<file path="src/rtl/reg_file.sv">
// CPU register file with an r0 save-stack and a registered zero flag.
// Optional build macro REG_FILE_BYPASS_EN: when defined, the read ports show the next-state value
// (write-first forwarding, including pop into r0). When undefined, the read ports show the current
// registered values.
module reg_file #(
  parameter int unsigned NUM_REGS    = 8,
  parameter int unsigned DATA_WIDTH  = 8,
  parameter int unsigned STACK_DEPTH = 4
) (
  input  logic                        clk,
  input  logic                        rst_n,
  input  logic [$clog2(NUM_REGS)-1:0] rx_index,
  output logic [DATA_WIDTH-1:0]       r0,
  output logic [DATA_WIDTH-1:0]       rX,
  input  logic                        wr_en,
  input  logic [$clog2(NUM_REGS)-1:0] wr_index,
  input  logic [1:0]                  wr_src,
  input  logic [DATA_WIDTH-1:0]       alu_result,
  input  logic [DATA_WIDTH-1:0]       immediate,
  input  logic [DATA_WIDTH-1:0]       mem_rdata,
  input  logic                        push,
  input  logic                        pop,
  input  logic                        err_clr,
  output logic                        stack_full,
  output logic                        stack_empty,
  output logic                        stack_err,
  output logic                        flag_zero
);

  localparam int unsigned SW = $clog2(STACK_DEPTH);
  localparam int unsigned CW = SW + 1;

  logic [DATA_WIDTH-1:0] regs_q  [NUM_REGS];
  logic [DATA_WIDTH-1:0] regs_d  [NUM_REGS];
  logic [DATA_WIDTH-1:0] stack_q [STACK_DEPTH];
  logic [CW-1:0]         count_q, count_d;
  logic                  err_q, err_d;
  logic                  zero_q, zero_d;

  logic                  full, empty;
  logic                  push_ok, pop_ok, err_set;
  logic [SW-1:0]         top_idx;
  logic [DATA_WIDTH-1:0] top_data;
  logic [DATA_WIDTH-1:0] rx_old;
  logic [DATA_WIDTH-1:0] wr_data;
  logic                  wr_applied;

  assign full     = (count_q == CW'(STACK_DEPTH));
  assign empty    = (count_q == '0);
  // Wraps correctly when count equals STACK_DEPTH; unused when empty.
  assign top_idx  = count_q[SW-1:0] - SW'(1);
  assign top_data = stack_q[top_idx];
  // Un-forwarded rX, so wr_src=3 never forms a combinational loop through the bypass.
  assign rx_old   = regs_q[rx_index];

  assign push_ok  = push & ~pop & ~full;
  assign pop_ok   = pop & ~push & ~empty;
  assign err_set  = (push & pop) | (push & ~pop & full) | (pop & ~push & empty);
  // A valid pop owns r0 for this cycle; writes to other indices still go through.
  assign wr_applied = wr_en & ~(pop_ok & (wr_index == '0));

  // Writeback source select.
  always_comb begin
    wr_data = alu_result;
    unique case (wr_src)
      2'd0: wr_data = alu_result;
      2'd1: wr_data = immediate;
      2'd2: wr_data = mem_rdata;
      2'd3: wr_data = rx_old;
    endcase
  end

  // Next state for registers, stack count and flags.
  always_comb begin
    regs_d  = regs_q;
    count_d = count_q;
    zero_d  = zero_q;
    if (wr_applied) begin
      regs_d[wr_index] = wr_data;
    end
    if (pop_ok) begin
      regs_d[0] = top_data;
    end
    if (push_ok) begin
      count_d = count_q + CW'(1);
    end else if (pop_ok) begin
      count_d = count_q - CW'(1);
    end
    // When a pop and a write to another index coincide, the popped value sets the flag.
    if (pop_ok) begin
      zero_d = (top_data == '0);
    end else if (wr_en) begin
      zero_d = (wr_data == '0);
    end
    err_d = err_set | (err_q & ~err_clr);
  end

  // Architectural state with asynchronous reset.
  always_ff @(posedge clk or negedge rst_n) begin
    if (!rst_n) begin
      for (int i = 0; i < NUM_REGS; i++) begin
        regs_q[i] <= '0;
      end
      count_q <= '0;
      err_q   <= 1'b0;
      zero_q  <= 1'b1;
    end else begin
      regs_q  <= regs_d;
      count_q <= count_d;
      err_q   <= err_d;
      zero_q  <= zero_d;
    end
  end

  // Stack storage; contents are meaningless until pushed, so no reset.
  always_ff @(posedge clk) begin
    if (push_ok) begin
      stack_q[count_q[SW-1:0]] <= regs_q[0];
    end
  end

`ifdef REG_FILE_BYPASS_EN
  assign r0 = regs_d[0];
  assign rX = regs_d[rx_index];
`else
  assign r0 = regs_q[0];
  assign rX = regs_q[rx_index];
`endif

  assign stack_full  = full;
  assign stack_empty = empty;
  assign stack_err   = err_q;
  assign flag_zero   = zero_q;

endmodule

</file>
<file path="config.mk">
export PLATFORM = sky130hd
export DESIGN_NAME = reg_file
export DESIGN_NICKNAME = d
export VERILOG_FILES = /design/src/rtl/reg_file.sv
export SDC_FILE = /design/constraint.sdc
export NUM_CORES = 1
export LEC_CHECK = 0
export BUFFER_PORTS_ARGS = -buffer_cell sky130_fd_sc_hd__buf_2
export CAP_MARGIN = 40
export CORE_UTILIZATION = 45
export DETAILED_ROUTE_END_ITERATION = 10
export PLACE_DENSITY = 0.67
export REMOVE_ABC_BUFFERS = 1
export SYNTH_ARGS = -nofsm -noshare
export SYNTH_HDL_FRONTEND = slang
export SYNTH_SLANG_ARGS = --single-unit
</file>
<file path="constraint.sdc">
create_clock -name clk -period 2.7 [get_ports clk]
set_clock_uncertainty 0.15 [all_clocks]
set_input_delay 0.27 -clock clk [delete_from_list [all_inputs] [get_ports clk]]
set_output_delay 0.27 -clock clk [all_outputs]
set_load 0.02 [all_outputs]
</file>
==> results.txt <==
Root Buffer: clkbuf_8
full die area: 11000 um2
Worst setup SP type: register
Critical Path End Type: register
Post-Route WL: 10400 um
final setup vio count: 0
crit-path max FO: 8
Avg Inst Size Synth: 11.9 um2
DR vias: 3259
period utilisation layout: 92.5%
# fillers: 914
multiplexer area fraction after synthesis: 13.1%
power density cells: 874 nW/um2
commonest non-fill, non-tap cell in the layout: dfrtp_1
Final nets: 495
Yosys cell types: 43
post-DP HPWL: 7510 um
simple-gate portion of the synthesized area: 11.0%
CP Class: register to register
worst min path class: primary input to register
TritonCTS Sinks: 101
Initial Utilization: 46.4%
clock-pin slew on the worst setup and hold paths: 90 ps
First-pass DRT Iterations: 4
ys async rst share: 68.3%
remaining antenna violation count: 0
Seq/Total Area, Yosys: 56.4%
Hold Slack: 16.1 ps
Post-Synth XOR/XNOR Area: 0.368%
largest family of logic cells by synthesized area: compound AO/OA/AOI/OAI gates
Ys Warns: 0
# Max-Cap Violations: 0
mapped cell area: 4770 um2
core area: 10300 um2
total track usage: 20.5%
height of the die: 105 um
wire per inst: 17.6 um
post-synthesis register bit count: 101
Vias/cell: 5.50
Pleak: 2.30 nW
Mapped Cells: 400
RSZ-0062 raised after global routing: no
Synth Area in Compound Gates: 13.9%
Ports: 58
max_slew headroom: 53.5%
antenna violations before repair: 0
number of diodes: 0
Post-synth EDFFs: 32
Fmax: 400 MHz
total grt overflow: 0
detailed-route DRC error count: 0
clock latency on the worst-skew pair: 370 ps
fraction of layout cells with a size suffix above 1: 24.9%
Synth Flop Type: dfrtp_1
Pwr Total: 4.71 mW
largest net degree at the start of global routing: 37
Worst-Margin Slew: 695 ps
Area Growth Syn to Fin: 13.0%
status: finished, final reports clean
gpl congestion: 0.805
CP required: 2860 ps
vias in the first global route: 3170
CTS tree: yes
post-CTS setup buffers: 0
first-pass GRT wire length: 17000 um
Final Hold Fails: 0
H-Tree Depth: 3
WP data arrival: 2650 ps
PortBufs: 57
Peak supply drop: 436 uV
adder-cell area share of the yosys netlist: 1.47%
most frequent cells in the layout: dfrtp_1, nand2_1, o21ai_0, buf_2, edfxtp_1
fin crit period: 2500 ps
fin. max-slew vios: 0
Initial DRC Count: 171
row count: 37
Num CTS Buffers: 9
Die Width: 105 um
CTS max path bufs: 2
## routing by layer
layer,global-route usage [%],wire length (um)
met1,28.2,4680
met2,32.0,5010
met3,5.24,590
met4,6.34,153
met5,0,0
## flip-flops by register name (all words and copies together) (netlist names)
signal     count
stack_err      1
regs_q        56
r0             8
stack_q       32
count_q        3
flag_zero      1
## through the flow
step / setup WS [ps] / cells / util [%] / TNS (ps) / cell area [um2]
after floorplan: -42.3 / 373 / - / -42.3 / 4610
after global placement: 246 / 576 / 50.1 / 0 / 5150
after detailed placement: 132 / 576 / 50.1 / 0 / 5150
after CTS: 133 / 593 / 52.4 / 0 / 5380
after global routing: 65.5 / 593 / 52.4 / 0 / 5390
final: 203 / 593 / 52.4 / 0 / 5390
## cells in the mapped netlist (5+ instances only)
library cell / n / share of area [%]
nor2_1: 18 / 1.4
inv_1: 6 / 0.47
dfrtp_1: 68 / 36
nand2_1: 67 / 5.3
mux2i_1: 7 / 1.5
o21ai_0: 60 / 6.3
mux4_1: 6 / 3.3
mux2_2: 10 / 2.4
nor2b_1: 12 / 1.6
a21oi_1: 14 / 1.5
mux4_2: 12 / 5.7
and2_1: 5 / 0.66
a211o_1: 5 / 0.92
buf_4: 9 / 1.4
edfxtp_1: 32 / 20
clkbuf_1: 10 / 0.79
## logic make-up (layout without fill, tap and decap cells)
kind of cell,Yosys count,after routing
AOI/OAI and AO/OA,105,105
xor gates and xnor gates,2,2
adders and majority gates,5,5
buffers and inverters,33,90
DFF,101,101
muxes,36,36
and+or+nand+nor,118,118
## repair_timing
action,CTS,global route
setup endpoints to repair,0,1
endpoints found under the hold margin,68,0
gates resized for setup,0,1
hold buffers,1,0
## area by class of cell
cell class | instances | area, um2 | area share (%)
flip-flops and latches | 101 | 2690 | 49.9
multi-input cells | 266 | 1900 | 35.3
repair buffers | 68 | 383 | 7.11
well taps | 136 | 170 | 3.16
clock buffers | 11 | 163 | 3.02
clock inverters | 5 | 56.3 | 1.05
inverters | 6 | 22.5 | 0.418
## final timing paths
check | from | to | slack, ps | cells after the start
worst max-delay path | count_q[1] | flag_zero | 200 | 7
worst min-delay path | push | stack_err | 20 | 3
worst max register to register | count_q[1] | flag_zero | 200 | 7
worst min register to register | regs_q[31] | regs_q[31] | 340 | 2
max in group asynchronous | rst_n | flag_zero | 1740 | 3
min in group asynchronous | rst_n | r0[3] | 310 | 3
## worst max-delay path: stages, from the launching register on
cell     delay [ps]
dfrtp_1         430
inv_1           100
ha_2            450
mux4_2          340
or4_1           530
nor3_1          270
a31oi_1          70
o21ai_1          90
## where the power goes
group / internal, mW / switching [mW] / total (mW)
Combinational: 0.639 / 0.794 / 1.43
Clock: 0.508 / 0.517 / 1.03
Sequential: 1.99 / 0.258 / 2.25
No activity file was read; power rests on OpenSTA's default activity.
